$ cat src/rtl/eq_serial_ctrl_pkg.sv
// Shared definitions for the serial equality sequencer.
// Holds the FSM state encoding and the pair-index width derivation.
package eq_serial_ctrl_pkg;

  typedef enum logic [1:0] {
    ST_IDLE = 2'd0,
    ST_RUN  = 2'd1,
    ST_DONE = 2'd2
  } state_t;

  // Index width for WIDTH/2 pairs, never narrower than one bit.
  function automatic int idxw_f(input int width);
    int n_pairs;
    n_pairs = width / 32'sd2;
    if (n_pairs <= 32'sd1) begin
      return 32'sd1;
    end else begin
      return $clog2(n_pairs);
    end
  endfunction

endpackage

$ cat src/rtl/eq_serial_ctrl_eq2_slice.sv
// Combinational 2-bit equality slice.
// The sequencer time-shares one instance across all bit-pairs.
module eq2_slice (
  input  logic [1:0] x,
  input  logic [1:0] y,
  output logic       eq
);

  assign eq = (x == y);

endmodule

$ cat src/rtl/eq_serial_ctrl.sv
// Serial WIDTH-bit equality sequencer: one bit-pair per cycle, LSB pair first,
// start/busy/done handshake with early exit on the first mismatching pair.
module eq_serial_ctrl
  import eq_serial_ctrl_pkg::*;
#(
  parameter  int WIDTH = 8,
  localparam int IDXW  = idxw_f(WIDTH)
) (
  input  logic             clk,
  input  logic             reset,
  input  logic             start,
  input  logic [WIDTH-1:0] a,
  input  logic [WIDTH-1:0] b,
  output logic             busy,
  output logic             done,
  output logic             aeqb,
  output logic [IDXW-1:0]  mismatch_idx
);

  localparam int              NPAIR    = WIDTH / 2;
  localparam logic [IDXW-1:0] LAST_IDX = IDXW'(NPAIR - 1);

  state_t           r_state;
  logic [WIDTH-1:0] r_sa;
  logic [WIDTH-1:0] r_sb;
  logic [IDXW-1:0]  r_cnt;
  logic             r_busy;
  logic             r_done;
  logic             r_aeqb;
  logic [IDXW-1:0]  r_idx;

  state_t           w_state_nxt;
  logic [WIDTH-1:0] w_sa_nxt;
  logic [WIDTH-1:0] w_sb_nxt;
  logic [IDXW-1:0]  w_cnt_nxt;
  logic             w_aeqb_nxt;
  logic [IDXW-1:0]  w_idx_nxt;
  logic             w_pair_eq;

  eq2_slice u_slice (
    .x  (r_sa[1:0]),
    .y  (r_sb[1:0]),
    .eq (w_pair_eq)
  );

  // Next-state and datapath update logic.
  always_comb begin
    w_state_nxt = r_state;
    w_sa_nxt    = r_sa;
    w_sb_nxt    = r_sb;
    w_cnt_nxt   = r_cnt;
    w_aeqb_nxt  = r_aeqb;
    w_idx_nxt   = r_idx;
    case (r_state)
      ST_IDLE: begin
        if (start) begin
          w_sa_nxt    = a;
          w_sb_nxt    = b;
          w_cnt_nxt   = {IDXW{1'b0}};
          w_aeqb_nxt  = 1'b0;
          w_idx_nxt   = {IDXW{1'b0}};
          w_state_nxt = ST_RUN;
        end else begin
          w_state_nxt = ST_IDLE;
        end
      end
      ST_RUN: begin
        if (!w_pair_eq) begin
          w_aeqb_nxt  = 1'b0;
          w_idx_nxt   = r_cnt;
          w_state_nxt = ST_DONE;
        end else if (r_cnt == LAST_IDX) begin
          w_aeqb_nxt  = 1'b1;
          w_idx_nxt   = {IDXW{1'b0}};
          w_state_nxt = ST_DONE;
        end else begin
          w_sa_nxt    = r_sa >> 2'd2;
          w_sb_nxt    = r_sb >> 2'd2;
          w_cnt_nxt   = r_cnt + {{(IDXW-1){1'b0}}, 1'b1};
          w_state_nxt = ST_RUN;
        end
      end
      ST_DONE: begin
        w_state_nxt = ST_IDLE;
      end
      default: begin
        w_state_nxt = ST_IDLE;
      end
    endcase
  end

  // busy/done are registered from the next state so they never glitch.
  always_ff @(posedge clk or posedge reset) begin
    if (reset) begin
      r_state <= ST_IDLE;
      r_sa    <= {WIDTH{1'b0}};
      r_sb    <= {WIDTH{1'b0}};
      r_cnt   <= {IDXW{1'b0}};
      r_busy  <= 1'b0;
      r_done  <= 1'b0;
      r_aeqb  <= 1'b0;
      r_idx   <= {IDXW{1'b0}};
    end else begin
      r_state <= w_state_nxt;
      r_sa    <= w_sa_nxt;
      r_sb    <= w_sb_nxt;
      r_cnt   <= w_cnt_nxt;
      r_busy  <= (w_state_nxt == ST_RUN);
      r_done  <= (w_state_nxt == ST_DONE);
      r_aeqb  <= w_aeqb_nxt;
      r_idx   <= w_idx_nxt;
    end
  end

  assign busy         = r_busy;
  assign done         = r_done;
  assign aeqb         = r_aeqb;
  assign mismatch_idx = r_idx;

endmodule

$ cat config.mk
export PLATFORM = sky130hd
export DESIGN_NAME = eq_serial_ctrl
export DESIGN_NICKNAME = d
export VERILOG_FILES = /design/src/rtl/eq_serial_ctrl_pkg.sv /design/src/rtl/eq_serial_ctrl_eq2_slice.sv /design/src/rtl/eq_serial_ctrl.sv
export SDC_FILE = /design/constraint.sdc
export NUM_CORES = 1
export LEC_CHECK = 0
export CAP_MARGIN = 20
export CELL_PAD_IN_SITES_DETAIL_PLACEMENT = 0
export CELL_PAD_IN_SITES_GLOBAL_PLACEMENT = 2
export CORE_MARGIN = 3
export CORE_UTILIZATION = 25
export CTS_BUF_LIST = sky130_fd_sc_hd__clkbuf_8 sky130_fd_sc_hd__clkbuf_16
export CTS_CLUSTER_DIAMETER = 200
export DETAILED_ROUTE_END_ITERATION = 12
export HOLD_SLACK_MARGIN = 0.15
export PLACE_DENSITY = 0.69
export SYNTH_ARGS = -nofsm -noshare
export SYNTH_HDL_FRONTEND = slang
export SYNTH_HIERARCHICAL = 1
export SYNTH_SLANG_ARGS = --single-unit
$ cat constraint.sdc
create_clock -name clk -period 2.9 [get_ports clk]
set_input_delay 0.435 -clock clk [delete_from_list [all_inputs] [get_ports clk]]
set_output_delay 0.435 -clock clk [all_outputs]
set_load 0.05 [all_outputs]
==> impl_metrics.py <==
metrics = {
    "outcome": {
        "status": "finished clean",
    },
    "grt": {
        "grt_first_pass_wirelength_mm": 3.698,
        "grt_overflow": 0,
        "antenna_found_initial": 0,
        "grt_pass1_vias": 751,
        "grt_max_degree": 26,
        "grt_usage": 0.09177,
    },
    "clock_tree": {
        "clk_path_buf_depth": 2,
        "clock_latency_ns": 0.27,
        "cts.sinks": 25,
        "cts_buffers": 3,
        "ctsResizeCount": 0,
        "cts_root_buf": "clkbuf_8",
        "post_cts.repair.setup_buffers": 0,
        "holdBufCountCts": 0,
        "htree_levels": 1,
        "cts_tree": "done",
        "clkTransAtPathRegs_ns": 0.09,
    },
    "floorplanning": {
        "die_x_um": 74.55,
        "rows": 24,
        "core-area_um2": 4444,
        "initial_core_util": 0.2644,
        "die_h_um": 74.55,
        "io_pins": 24,
        "die_area_um2": 5558,
    },
    "synth": {
        "syn_avg_cell_area_um2": 14.16,
        "ys_seq_area_frac": 0.5325,
        "yosysWarnings": 6,
        "syn_nets": 103,
        "synth_top_family_by_area": "multiplexers",
        "synth_xor_area_frac": 0.01491,
        "synth_fa_ha_area_frac": 0.01065,
        "synth_compound_area_frac": 0.07029,
        "synthCells": 83,
        "synth_area_um2": 1175,
        "synth_seq_cells": 25,
        "synthMuxAreaShare": 0.2694,
        "yosys.area_share.simple": 0.06070,
        "synth_cell_type_count": 22,
    },
    "finish": {
        "layout_commonest_cell": "dfrtp_1",
        "syn2layout_area_growth_pct": 26.94,
        "nets": 129,
        "num_antenna_cells": 0,
        "fin_util": 0.3356,
        "layout-drive-gt1-share": 0.2778,
        "final_cell_mix": "dfrtp_1 (25), clkdlybuf4s50_1 (23), mux2_2 (15), mux2_4 (7), a22o_1 (6)",
    },
    "power_and_ir_drop": {
        "combinationalPowerShare": 0.482,
        "intPower_mw": 0.9933,
        "p_sw_mw": 0.5574,
        "p_sw_frac": 0.3595,
        "vdd_drop_max_mv": 0.2961,
        "leakage_nw": 0.6642,
        "sequentialPowerShare": 0.387,
        "p_clk_frac": 0.131,
        "p_per_area_nw_per_um2": 1040,
    },
    "sta": {
        "tns_ns": 0,
        "finalClockSkew_ns": 0.002398,
        "worst_pin_slew_ns": 0.6262,
        "fin_crit_sh": 0.6435,
        "max_clock_freq_mhz": 535.9,
        "slew_violations": 0,
        "setup_viol": 0,
        "layout_min_cycle_time_ns": 1.866,
        "finalHoldViolCount": 0,
        "rsz0062_at_grt": "no",
        "relSlewSlack": 0.5806,
    },
    "worst_setup_path": {
        "reg2reg_from": "r_state[0]",
        "required_ns": 2.47,
        "crit_path_start_kind": "register",
        "path_delay_family": "buffers and inverters",
        "critical_path.slowest_cell": "clkdlybuf4s50_1",
        "criticalPathCategory": "register to output pin",
        "r2r-end": "r_sb[0]",
        "crit_path_max_fanout": 2,
        "critPathCaptureType": "output pin",
        "path_cells": "clkdlybuf4s50_1",
        "max_stage_delay_ns": 0.81,
        "reg2reg_depth": 4,
        "crit_buf_inv": 1,
        "r2r_slack_ns": 1.04,
        "cp.arrival_ns": 1.43,
    },
    "detailed_routing": {
        "via_per_inst": 4.456,
        "drt-initial-drc-count": 18,
        "vias": 713,
        "drcViolationCount": 0,
        "dr.pass1.iters": 4,
        "drtAntennaViolNets": 0,
        "wl_per_cell_um": 14.00,
        "drt_wl_total_mm": 2.240,
    },
    "placed_design": {
        "place_congestion": 0.6685,
        "portBuffers": 23,
        "dp_hpwl_mm": 1.596,
    },
    "hold_path": {
        "hold_path_depth": 1,
        "min_from": "mismatch_idx[1]",
        "hold_class": "register to register",
        "whs_endpoint": "mismatch_idx[1]",
    },
    "run": {
        "drv_cap": 0,
    },
}
==> Yosys cell counts, drive strengths merged <==
master	count	area (µm²)
inv	4	17.52
nor2	5	18.77
a22o	6	52.55
xor2	2	17.52
nor2b	1	8.760
nor3b	1	12.51
a21oi	2	21.27
buf	3	31.27
a211o	1	8.760
mux2	24	296.5
mux2i	2	20.02
ha	1	12.51
nand2b	2	12.51
dfrtp	25	625.6
and2b	1	7.510
nand2	3	11.26
==> metrics by stage <==
step | power, mW | hold slack [ns] | setup WS (ns) | cell area (µm²) | std cells
final | 1.551 | 0.5091 | 1.034 | 1491 | 160
after global routing | 1.653 | 0.5287 | 0.8934 | 1491 | 160
after CTS | 1.573 | 0.5135 | 0.9974 | 1491 | 160
after detailed placement | 1.363 | 0.4880 | 0.7461 | 1446 | 156
after global placement | 1.364 | 0.4865 | 0.7965 | 1446 | 156
after floorplan | 1.225 | 0.4606 | 1.269 | 1175 | 83
==> worst max-delay path by stage <==
stage	slack (ns)	from	cells after the start	end
finish	1.03	mismatch_idx[0]	1	mismatch_idx[0]
global route	0.89	r_state[0]	4	r_sb[4]
CTS	1.0	r_state[0]	4	r_sb[0]
detailed placement	0.75	start	5	r_sb[1]
global placement	0.80	start	5	r_sb[1]
floorplan	1.27	r_cnt[0]	6	r_sa[0]
==> power groups by stage <==
stage                     Sequential [mW]  Combinational (mW)  Clock [mW]
after CTS                           0.602               0.760       0.211
final                               0.600               0.747       0.203
after global placement              0.610               0.753           0
after global routing                0.622               0.812       0.220
after floorplan                     0.659               0.566           0
after detailed placement            0.608               0.754           0
==> flip-flops by register name, summed over array words and instances (netlist names) <==
name / count
r_sa: 8
mismatch_idx: 2
r_sb: 8
r_cnt: 2
done: 1
busy: 1
r_state: 2
aeqb: 1
==> cell families after synthesis <==
group	Yosys count
fa+ha+maj	1
xor+xnor	2
buf+inv	7
mux	26
compound gates	9
flops	25
simple gates	13
==> metal layers <==
layer	track usage	share of wire
met5	0	0
met4	0.05929	0.027
met3	0.01757	0.029
met2	0.1415	0.49
met1	0.1172	0.45
==> layout make-up <==
type | count | area (µm²)
Sequential cell | 25 | 625.6
Tap cell | 52 | 65.06
Timing Repair Buffer | 24 | 237.7
Clock buffer | 3 | 41.29
Inverter | 4 | 17.52
Clock inverter | 1 | 3.754
Fill cell | 459 | 2953
Multi-Input combinational cell | 51 | 500.5
No activity file was read; power rests on OpenSTA's default activity.
